--- src/rtl/trees_sched_pkg.sv ---
// Shared types and sizing helpers for the tree-ensemble job scheduler.
package trees_sched_pkg;

    typedef enum logic [2:0] {
        ST_IDLE  = 3'd0,
        ST_ARB   = 3'd1,
        ST_LOAD  = 3'd2,
        ST_START = 3'd3,
        ST_RUN   = 3'd4,
        ST_DRAIN = 3'd5
    } state_e;

    // Width of a burst-length field: must hold MAX_BURST itself plus out-of-range values.
    function automatic int bl_width(input int max_burst);
        return $clog2(max_burst) + 1;
    endfunction

    // Width of the accelerator feature-memory address.
    function automatic int feat_addr_width(input int max_burst, input int n_feature);
        return $clog2(max_burst * n_feature / 2);
    endfunction

    // Width of the feature-word counter: wide enough for burst_len * N_FEATURE/2 untruncated.
    function automatic int wcnt_width(input int max_burst, input int n_feature);
        return bl_width(max_burst) + $clog2(n_feature);
    endfunction

    // Number of 64-bit prediction words needed for n one-byte predictions.
    function automatic logic [31:0] ceil_div8(input logic [31:0] n);
        return (n + 32'd7) >> 3;
    endfunction

endpackage

--- src/rtl/trees_job_sched_rr_arbiter.sv ---
// Round-robin arbiter: grants the first request at or after the rotating pointer.
module rr_arbiter #(
    parameter  int N_REQ = 2,
    localparam int IW    = $clog2(N_REQ)
) (
    input  logic             clk_i,
    input  logic             rst_i,
    input  logic [N_REQ-1:0] req_i,
    input  logic             advance_i,
    output logic [N_REQ-1:0] grant_o,
    output logic [IW-1:0]    grant_idx_o,
    output logic             any_o
);

    logic [IW-1:0] ptr_q;

    // Scan requests starting at the pointer and pick the first asserted one.
    always_comb begin
        grant_idx_o = '0;
        any_o       = 1'b0;
        grant_o     = '0;
        for (int i = 0; i < N_REQ; i++) begin
            if (!any_o && req_i[(int'(ptr_q) + i) % N_REQ]) begin
                any_o       = 1'b1;
                grant_idx_o = IW'((int'(ptr_q) + i) % N_REQ);
            end else begin
                any_o = any_o;
            end
        end
        if (any_o) begin
            grant_o[grant_idx_o] = 1'b1;
        end else begin
            grant_o = '0;
        end
    end

    // Move the pointer just past the winner whenever a grant is consumed.
    always_ff @(posedge clk_i) begin
        if (rst_i) begin
            ptr_q <= '0;
        end else if (advance_i && any_o) begin
            ptr_q <= (grant_idx_o == IW'(N_REQ - 1)) ? '0 : grant_idx_o + IW'(1);
        end
    end

endmodule

--- src/rtl/trees_job_sched.sv ---
// Job scheduler sharing one tree-ensemble accelerator among N_REQ requesters.
// Optional RUN watchdog enabled by defining TREES_SCHED_TIMEOUT_EN.
module trees_job_sched
    import trees_sched_pkg::*;
#(
    parameter  int N_REQ     = 2,
    parameter  int N_FEATURE = 32,
    parameter  int MAX_BURST = 5000,
    parameter  int TO_CYCLES = 1048576,
    localparam int BL_W      = bl_width(MAX_BURST),
    localparam int AW        = feat_addr_width(MAX_BURST, N_FEATURE),
    localparam int IW        = $clog2(N_REQ)
) (
    input  logic                    clk,
    input  logic                    rst,
    input  logic [N_REQ-1:0]        req_valid,
    input  logic [N_REQ*BL_W-1:0]   req_burst_len,
    output logic [N_REQ-1:0]        req_ready,
    input  logic [N_REQ-1:0]        in_valid,
    input  logic [N_REQ*64-1:0]     in_data,
    output logic [N_REQ-1:0]        in_ready,
    output logic                    res_valid,
    output logic [63:0]             res_data,
    output logic                    res_last,
    output logic [IW-1:0]           res_id,
    input  logic                    res_ready,
    output logic                    job_err,
    output logic                    acc_load_features,
    output logic [AW-1:0]           acc_feature_addr,
    output logic [63:0]             acc_features2,
    output logic [BL_W-1:0]         acc_burst_len,
    output logic                    acc_start,
    input  logic                    acc_done,
    output logic [BL_W-1:0]         acc_prediction_addr,
    input  logic [63:0]             acc_prediction
);

    localparam int WT  = wcnt_width(MAX_BURST, N_FEATURE);
    localparam int WPS = N_FEATURE / 2;

    state_e            state_q, state_d;
    logic [IW-1:0]     gid_q;
    logic [BL_W-1:0]   bl_q;
    logic [WT-1:0]     wcnt_q;
    logic [BL_W-1:0]   rcnt_q;
    logic              job_err_q;

    logic [N_REQ-1:0]  grant_s;
    logic [IW-1:0]     grant_idx_s;
    logic              any_s;
    logic              arb_take_s;
    logic [BL_W-1:0]   cand_len_s;
    logic              cand_bad_s;
    logic [WT-1:0]     wtot_s;
    logic [BL_W-1:0]   words_s;
    logic              beat_s;
    logic              last_beat_s;
    logic              drain_hs_s;
    logic              last_word_s;
    logic              to_hit_s;
    logic              wait_done_s;

    rr_arbiter #(.N_REQ(N_REQ)) u_arb (
        .clk_i       (clk),
        .rst_i       (rst),
        .req_i       (req_valid),
        .advance_i   (arb_take_s),
        .grant_o     (grant_s),
        .grant_idx_o (grant_idx_s),
        .any_o       (any_s)
    );

`ifdef TREES_SCHED_TIMEOUT_EN
    localparam int TW = $clog2(TO_CYCLES) + 1;
    logic [TW-1:0] to_cnt_q;
    logic          wait_done_q;

    assign to_hit_s    = (state_q == ST_RUN) && !acc_done && (to_cnt_q == TW'(TO_CYCLES - 1));
    assign wait_done_s = wait_done_q;

    // Count cycles spent in RUN; cleared in every other state.
    always_ff @(posedge clk) begin
        if (rst) begin
            to_cnt_q <= '0;
        end else if (state_q != ST_RUN) begin
            to_cnt_q <= '0;
        end else begin
            to_cnt_q <= to_cnt_q + TW'(1);
        end
    end

    // After a timeout, hold off new jobs until the accelerator reports its late done.
    always_ff @(posedge clk) begin
        if (rst) begin
            wait_done_q <= 1'b0;
        end else if (acc_done) begin
            wait_done_q <= 1'b0;
        end else if (to_hit_s) begin
            wait_done_q <= 1'b1;
        end
    end
`else
    assign to_hit_s    = 1'b0;
    assign wait_done_s = 1'b0;
`endif

    // Decode handshakes, job sizes and counter end conditions.
    always_comb begin
        arb_take_s  = (state_q == ST_ARB) && any_s;
        cand_len_s  = req_burst_len[int'(grant_idx_s)*BL_W +: BL_W];
        cand_bad_s  = (cand_len_s == '0) || (cand_len_s > BL_W'(MAX_BURST));
        wtot_s      = WT'(bl_q) * WT'(WPS);
        words_s     = BL_W'(ceil_div8(32'(bl_q)));
        beat_s      = (state_q == ST_LOAD) && in_valid[gid_q];
        last_beat_s = beat_s && (wcnt_q == wtot_s - WT'(1));
        drain_hs_s  = (state_q == ST_DRAIN) && res_ready;
        last_word_s = (rcnt_q == words_s - BL_W'(1));
    end

    // State register.
    always_ff @(posedge clk) begin
        if (rst) begin
            state_q <= ST_IDLE;
        end else begin
            state_q <= state_d;
        end
    end

    // Next-state logic for the job lifecycle.
    always_comb begin
        state_d = state_q;
        case (state_q)
            ST_IDLE:  if (any_s && !wait_done_s) state_d = ST_ARB;    else state_d = ST_IDLE;
            ST_ARB:   if (!any_s || cand_bad_s)  state_d = ST_IDLE;   else state_d = ST_LOAD;
            ST_LOAD:  if (last_beat_s)           state_d = ST_START;  else state_d = ST_LOAD;
            ST_START: state_d = ST_RUN;
            ST_RUN: begin
                if (acc_done)      state_d = ST_DRAIN;
                else if (to_hit_s) state_d = ST_IDLE;
                else               state_d = ST_RUN;
            end
            ST_DRAIN: if (drain_hs_s && last_word_s) state_d = ST_IDLE; else state_d = ST_DRAIN;
            default:  state_d = ST_IDLE;
        endcase
    end

    // Job context, feature/result counters and the error pulse.
    always_ff @(posedge clk) begin
        if (rst) begin
            gid_q     <= '0;
            bl_q      <= '0;
            wcnt_q    <= '0;
            rcnt_q    <= '0;
            job_err_q <= 1'b0;
        end else begin
            job_err_q <= to_hit_s || (arb_take_s && cand_bad_s);
            if (arb_take_s) begin
                gid_q  <= grant_idx_s;
                bl_q   <= cand_len_s;
                wcnt_q <= '0;
                rcnt_q <= '0;
            end else begin
                if (beat_s) begin
                    wcnt_q <= wcnt_q + WT'(1);
                end
                if (drain_hs_s) begin
                    rcnt_q <= rcnt_q + BL_W'(1);
                end
            end
        end
    end

    // Drive requester, result and accelerator ports from the current state.
    always_comb begin
        req_ready           = '0;
        in_ready            = '0;
        res_valid           = 1'b0;
        res_data            = 64'd0;
        res_last            = 1'b0;
        res_id              = '0;
        acc_load_features   = 1'b0;
        acc_feature_addr    = '0;
        acc_features2       = 64'd0;
        acc_start           = 1'b0;
        acc_prediction_addr = '0;
        job_err             = job_err_q;
        acc_burst_len       = bl_q;
        case (state_q)
            ST_ARB: req_ready = grant_s;
            ST_LOAD: begin
                in_ready[gid_q]   = 1'b1;
                acc_load_features = in_valid[gid_q];
                acc_feature_addr  = wcnt_q[AW-1:0];
                acc_features2     = in_data[int'(gid_q)*64 +: 64];
            end
            ST_START: acc_start = 1'b1;
            ST_DRAIN: begin
                res_valid           = 1'b1;
                res_data            = acc_prediction;
                res_last            = last_word_s;
                res_id              = gid_q;
                acc_prediction_addr = rcnt_q;
            end
            default: req_ready = '0;
        endcase
    end

endmodule

--- config.mk ---
export PLATFORM = sky130hd
export DESIGN_NAME = trees_job_sched
export DESIGN_NICKNAME = d
export VERILOG_FILES = /design/src/rtl/trees_sched_pkg.sv /design/src/rtl/trees_job_sched_rr_arbiter.sv /design/src/rtl/trees_job_sched.sv
export SDC_FILE = /design/constraint.sdc
export NUM_CORES = 1
export LEC_CHECK = 0
export BUFFER_PORTS_ARGS = -buffer_cell sky130_fd_sc_hd__buf_2
export CELL_PAD_IN_SITES_DETAIL_PLACEMENT = 1
export CELL_PAD_IN_SITES_GLOBAL_PLACEMENT = 2
export CORE_MARGIN = 10
export CORE_UTILIZATION = 18
export DETAILED_ROUTE_END_ITERATION = 12
export PLACE_DENSITY_LB_ADDON = 0.1
export SYNTH_ARGS = -nofsm -noshare
export SYNTH_HDL_FRONTEND = slang
export SYNTH_HIERARCHICAL = 1
export SYNTH_SLANG_ARGS = --single-unit
--- constraint.sdc ---
create_clock -name clk -period 3 [get_ports clk]
set_input_delay 0.3 -clock clk [delete_from_list [all_inputs] [get_ports clk]]
set_output_delay 0.3 -clock clk [all_outputs]
set_load 0.005 [all_outputs]
==> flow_metrics.env, run 1 <==
export IMPL_final_common_cell="buf_2"
export IMPL_syn_inst=750
export IMPL_dp_hpwl_mm=29.06
export IMPL_min_period_ns=3.290
export IMPL_dp_slack_ns=-0.2312
export IMPL_grt_max_degree=80
export IMPL_worst_endpoint_arrival_ns=2.99
export IMPL_synthFlopType="dfxtp_1"
export IMPL_ys_warn_count=6
export IMPL_hold_ws_ns=0.2736
export IMPL_nets=1417
export IMPL_clockBufferDepth=2
export IMPL_hold_path_class="in -> reg"
export IMPL_start_kind="flop"
export IMPL_synth_area_per_cell_um2=7.454
export IMPL_violations="setup timing"
export IMPL_ys_types=69
export IMPL_status="finished with violations"
export IMPL_synth_nets=982
export IMPL_fillers=3840
export IMPL_routed_wl_mm=33.77
export IMPL_ys_seq_area_share_pct=18.98
export IMPL_cts_root_buf="clkbuf_16"
export IMPL_via_per_inst=4.406
export IMPL_boundaryPins=411
export IMPL_grt_usage_pct=16.63
export IMPL_cp_end_kind="output port"
export IMPL_core_area_um2=30590
export IMPL_start_util_pct=18.28
export IMPL_areaGrowthSynthToFinish_pct=60.45
export IMPL_final_cell_mix="buf_2, nor2_1, and2_1, mux2i_1, buf_4"
export IMPL_worst_pin_slew_ns=0.7952
export IMPL_drv_cap=0
export IMPL_cts_sinks=53
export IMPL_skew_ns=0.007777
export IMPL_route_detailed_drc=0
export IMPL_fin_crit_sh_pct=109.7
export IMPL_synth_seq_cells=53
export IMPL_synthArstFlopShare_pct=0
export IMPL_overflow=0
export IMPL_htree_levels=2
export IMPL_worstSkewPairLatency_ns=0.31
export IMPL_finalSetupViolCount=1
export IMPL_cts_tree="built"
export IMPL_postCtsHoldBufs=0
export IMPL_drv_slew=0
export IMPL_die_w_um=196.2
export IMPL_hold_violations=0
export IMPL_p_leak_nw=4.330
export IMPL_postRouteAntennaNets=0
export IMPL_dp_cells=1567
export IMPL_port_buffers=410
export IMPL_clk_pin_slew_worst_paths_ns=0.07
export IMPL_antenna_found_initial=13
export IMPL_final_layout_size_suffix_gt1_share_pct=46.29
export IMPL_grt_pass1_vias=7673
export IMPL_routabilityCongestion=0.8175
export IMPL_setup_slack_ns=-0.2904
export IMPL_die_y_um=196.2
export IMPL_wl_per_cell_um=21.28
export IMPL_synth_area_um2=5590
export IMPL_worstPathMaxFanout=4
export IMPL_multiInputGateArea_um2=4493
export IMPL_fmaxAchievable_ghz=0.3039
export IMPL_critPathKind="reg -> out"
export IMPL_fin_cells=1587
export IMPL_regArea_um2=1072
export IMPL_dr_pass1_iters=4
export IMPL_ir_drop_mv=0.1838
export IMPL_final_core_util_pct=29.32
export IMPL_p_total_mw=3.527
export IMPL_synth_edff_count=0
export IMPL_rows=64
export IMPL_initialDrtViolationCount=214
export IMPL_required_ns=2.70
export IMPL_cts_buffers=5
export IMPL_via_count=6992
export IMPL_rsz0062_at_grt="yes"
export IMPL_design_die_area_um2=38510
export IMPL_slew_headroom_pct=46.99
export IMPL_powerDensity_nw_per_um2=393.2
export IMPL_grt_pass1_wl_mm=49.67
final timing paths:
path	startpoint	endpoint	slack, ns	cells after the start
worst max-delay path	acc_burst_len[1]$_SDFFE_PP0P_	res_last	-0.29	13
worst max register to register	acc_burst_len[1]$_SDFFE_PP0P_	state_q[0]$_SDFF_PP0_	0.01	13
worst min register to register	wcnt_q[8]$_SDFFE_PP0P_	wcnt_q[8]$_SDFFE_PP0P_	0.54	2
worst min-delay path	res_ready	state_q[0]$_SDFF_PP0_	0.27	2
synth_stat cells (9+ instances only):
library cell | n | share of area [%]
or3_1 | 11 | 1.2
o21ai_0 | 14 | 1.3
xor2_1 | 34 | 5.3
nor2_1 | 125 | 8.4
nand4_1 | 9 | 1.0
nand2_1 | 39 | 2.6
nand3_1 | 22 | 2.0
and3_1 | 14 | 1.6
mux2i_1 | 87 | 16
a21oi_1 | 11 | 0.98
inv_1 | 10 | 0.67
xnor2_1 | 28 | 4.4
dfxtp_1 | 53 | 19
a211oi_1 | 17 | 2.3
and2_1 | 101 | 11
clkbuf_1 | 44 | 3.0
nor3_1 | 16 | 1.4
layer usage:
metal / up-vias / share of wire [%] / track usage (%)
met3: 26 / 6.6 / 4.501
met1: 3284 / 39 / 18.30
met5: - / 0.20 / 0
li1: 3475 / - / -
met4: 12 / 1.3 / 4.016
met2: 195 / 52 / 30.77
layout make-up:
class / instances / share of cell area [%]
multi-input combinational: 626 / 50.09
timing repair buffer: 489 / 29.81
sequential: 53 / 11.95
tap: 396 / 5.524
clock buffer: 6 / 1.674
inverter: 10 / 0.4185
clock inverter: 2 / 0.3906
antenna: 5 / 0.1395
report_power, final:
group | switching, mW | internal [mW]
sequential | 0.0611 | 0.747
combinational | 1.00 | 0.982
clock | 0.287 | 0.444
total | 1.35 | 2.17
flip-flops by register name, indices dropped and copies added, names as in the netlist:
| name | count |
|---|---|
| acc_burst_len | 14 |
| gid_q | 1 |
| job_err | 1 |
| rcnt_q | 14 |
| state_q | 3 |
| u_arb/ptr_q | 1 |
| wcnt_q | 19 |
critical path: stages, from the launching register on:
cell and delay, ns:
dfxtp_2 0.34, or3_4 0.42, xnor2_4 0.22, ha_4 0.18, buf_6 0.09, xnor3_1 0.21, xnor2_1 0.15, and3_1 0.17
nand3_2 0.08, a211oi_2 0.24, o21ai_1 0.12, nor2_1 0.13, o211a_1 0.20, buf_2 0.14
what timing repair did:
item                                   in CTS  in global routing
endpoints found under the hold margin       0                  0
buffers inserted                            5                  4
pin swaps                                   8                 17
setup endpoints to repair                   3                  3
gates resized for setup                    18                 33
stage by stage:
stage	cell area, um2	TNS [ns]
6_report	8970	-0.2904
5_1_grt	8965	-0.6163
4_1_cts	8765	-0.4227
3_5_place_dp	8459	-0.6442
3_3_place_gp	8459	-0.3606
2_1_floorplan	5597	0
cell families after synthesis:
family,synth area share [%]
XOR/XNOR,10.94
adder cells (fa/ha/maj),0.8953
AND/OR/NAND/NOR,35.30
multiplexers,15.58
flip-flops,18.98
buffers and inverters,5.193
AO/OA/AOI/OAI,13.12
No activity file was read; power rests on OpenSTA's default activity.
==> inputs of run 2 (changes only) <==
--- a/config.mk
+++ b/config.mk
@@ -16,3 +16,4 @@
 export SYNTH_HDL_FRONTEND = slang
 export SYNTH_HIERARCHICAL = 1
 export SYNTH_SLANG_ARGS = --single-unit
+export TNS_END_PERCENT = 5
==> run 2 against run 1 <==
The run still ends with setup timing left; design area about the same; flip-flop and latch count unchanged; final cell count rose by 0.19%; via count grew 0.11%; register-to-register slack lost 0.09 ns; maximum frequency decreased by 0.23%; largest power group unchanged.
==> flow_metrics.env, run 2 (synthesis gave the netlist of run 1 again) <==
export IMPL_status="finished with violations"
export IMPL_violations="setup timing"
export IMPL_top_register="wcnt_q"
export IMPL_worstPathMaxFanout=4
export IMPL_wl_per_cell_um=21.23
export IMPL_dp_slack_ns=-0.2312
export IMPL_final_common_cell="buf_2"
export IMPL_critPathKind="reg -> out"
export IMPL_crit_reg2reg_capture="state_q[0]$_SDFF_PP0_"
export IMPL_final_core_util_pct=29.34
export IMPL_drv_slew=0
export IMPL_whs_path_depth=2
export IMPL_die_w_um=196.2
export IMPL_grt_max_degree=80
export IMPL_worst_endpoint_arrival_ns=3.00
export IMPL_setup_slack_ns=-0.2981
export IMPL_skew_ns=0.008255
export IMPL_via_per_inst=4.403
export IMPL_slew_headroom_pct=46.83
export IMPL_grt_usage_pct=16.65
export IMPL_routed_wl_mm=33.76
export IMPL_ff2ff_path_depth=14
export IMPL_dp_cells=1567
export IMPL_fin_cells=1590
export IMPL_worst_pin_slew_ns=0.7975
export IMPL_dr_pass1_iters=4
export IMPL_r2r_start="acc_burst_len[1]$_SDFFE_PP0P_"
export IMPL_cts_sinks=53
export IMPL_rows=64
export IMPL_largest_reg_flops=19
export IMPL_start_util_pct=18.28
export IMPL_grt_pass1_wl_mm=49.75
export IMPL_placed_cell_area_um2=8459
export IMPL_hold_ws_ns=0.2833
export IMPL_final_layout_size_suffix_gt1_share_pct=46.34
export IMPL_required_ns=2.70
export IMPL_clockBufferDepth=2
export IMPL_postRouteAntennaNets=0
export IMPL_final_cell_mix="buf_2, nor2_1, and2_1, mux2i_1, buf_4"
export IMPL_hold_start="res_ready"
export IMPL_hold_path_class="in -> reg"
export IMPL_start_kind="flop"
export IMPL_cts_root_buf="clkbuf_16"
export IMPL_routabilityCongestion=0.8175
export IMPL_cts_buffers=5
export IMPL_ir_drop_mv=0.1832
export IMPL_dp_hpwl_mm=29.06
export IMPL_cts_tree="built"
export IMPL_via_count=7000
export IMPL_hold_violations=0
export IMPL_cp_end_kind="output port"
export IMPL_finalSetupViolCount=3
export IMPL_areaGrowthSynthToFinish_pct=60.56
export IMPL_antenna_found_initial=13
export IMPL_clk_pin_slew_worst_paths_ns=0.07
export IMPL_min_period_ns=3.298
export IMPL_nets=1420
export IMPL_die_y_um=196.2
export IMPL_fmaxAchievable_ghz=0.3032
export IMPL_rsz0062_at_grt="yes"
export IMPL_drv_cap=0
export IMPL_core_area_um2=30590
export IMPL_hold_path_end="state_q[0]$_SDFF_PP0_"
export IMPL_port_buffers=410
export IMPL_route_detailed_drc=0
export IMPL_powerDensity_nw_per_um2=394.4
export IMPL_rrSetupSlack_ns=-0.08
export IMPL_postCtsHoldBufs=0
export IMPL_fin_crit_sh_pct=109.9
export IMPL_htree_levels=2
export IMPL_boundaryPins=411
export IMPL_overflow=0
export IMPL_final_area_um2=8976
export IMPL_initialDrtViolationCount=249
export IMPL_grt_pass1_vias=7677
export IMPL_worstSkewPairLatency_ns=0.31
export IMPL_p_leak_nw=4.329
export IMPL_design_die_area_um2=38510
==> run 2: cell types whose count changed in the layout (fill, tap and decap cells not counted), sizes merged <==
| cell | delta |
|---|---|
| buf | +3 |
==> run 2: worst max path at each step <==
stage,startpoint,end,slack [ns],depth (start not counted)
finish,acc_burst_len[1]$_SDFFE_PP0P_,res_last,-0.30,13
global route,acc_burst_len[1]$_SDFFE_PP0P_,res_last,-0.41,13
CTS,acc_burst_len[0]$_SDFFE_PP0P_,res_last,-0.40,12
floorplan,acc_burst_len[0]$_SDFFE_PP0P_,res_last,0.02,11
global placement,acc_burst_len[0]$_SDFFE_PP0P_,res_last,-0.15,10
detailed placement,acc_burst_len[0]$_SDFFE_PP0P_,res_last,-0.23,10
==> run 2: cell type report <==
| cell class | instances | area (um2) |
|---|---|---|
| sequential | 53 | 1072 |
| tap | 396 | 495.5 |
| clock buffer | 6 | 150.1 |
| fill | 3844 | 21610 |
| timing repair buffer | 492 | 2696 |
| antenna | 5 | 12.51 |
| multi-input combinational | 626 | 4477 |
| inverter | 10 | 37.54 |
| clock inverter | 2 | 35.03 |
==> run 2: through the flow <==
stage          total power [mW]  TNS (ns)
3_5_place_dp              2.606   -0.6442
6_report                  3.540   -0.4150
5_1_grt                   3.807   -0.8108
2_1_floorplan             1.773         0
3_3_place_gp              2.595   -0.3606
4_1_cts                   3.474   -0.6150
==> run 2: power breakdown <==
group	leakage (nW)	internal (mW)	total (mW)	switching, mW
clock network	0.0920	0.444	0.731	0.287
registers	0.432	0.747	0.809	0.0612
logic	3.80	0.994	2.00	1.01
==> run 2: per-layer routing <==
layer	global-route usage, %	up-vias	share of wire (%)
met2	30.82	186	53
met1	18.31	3297	40
met3	4.501	24	6.3
li1	-	3481	-
met4	4.016	12	1.2
met5	0	-	0.20
==> run 2: critical path: stages (launching register included) <==
cell      delay [ns]
dfxtp_2         0.34
or3_4           0.42
xnor2_4         0.23
ha_4            0.18
buf_6           0.09
xnor3_1         0.21
xnor2_1         0.15
and3_1          0.17
nand3_2         0.08
a211oi_2        0.23
o21ai_1         0.12
nor2_1          0.13
o211a_1         0.20
buf_2           0.14
==> run 2: repair_timing <==
action | 4_1_cts | 5_1_grt
cloned | 0 | 0
pin swaps | 6 | 15
setup endpoints to repair | 3 | 3
resized for setup | 18 | 31
setup buffers | 5 | 5
endpoints found under the hold margin | 0 | 0
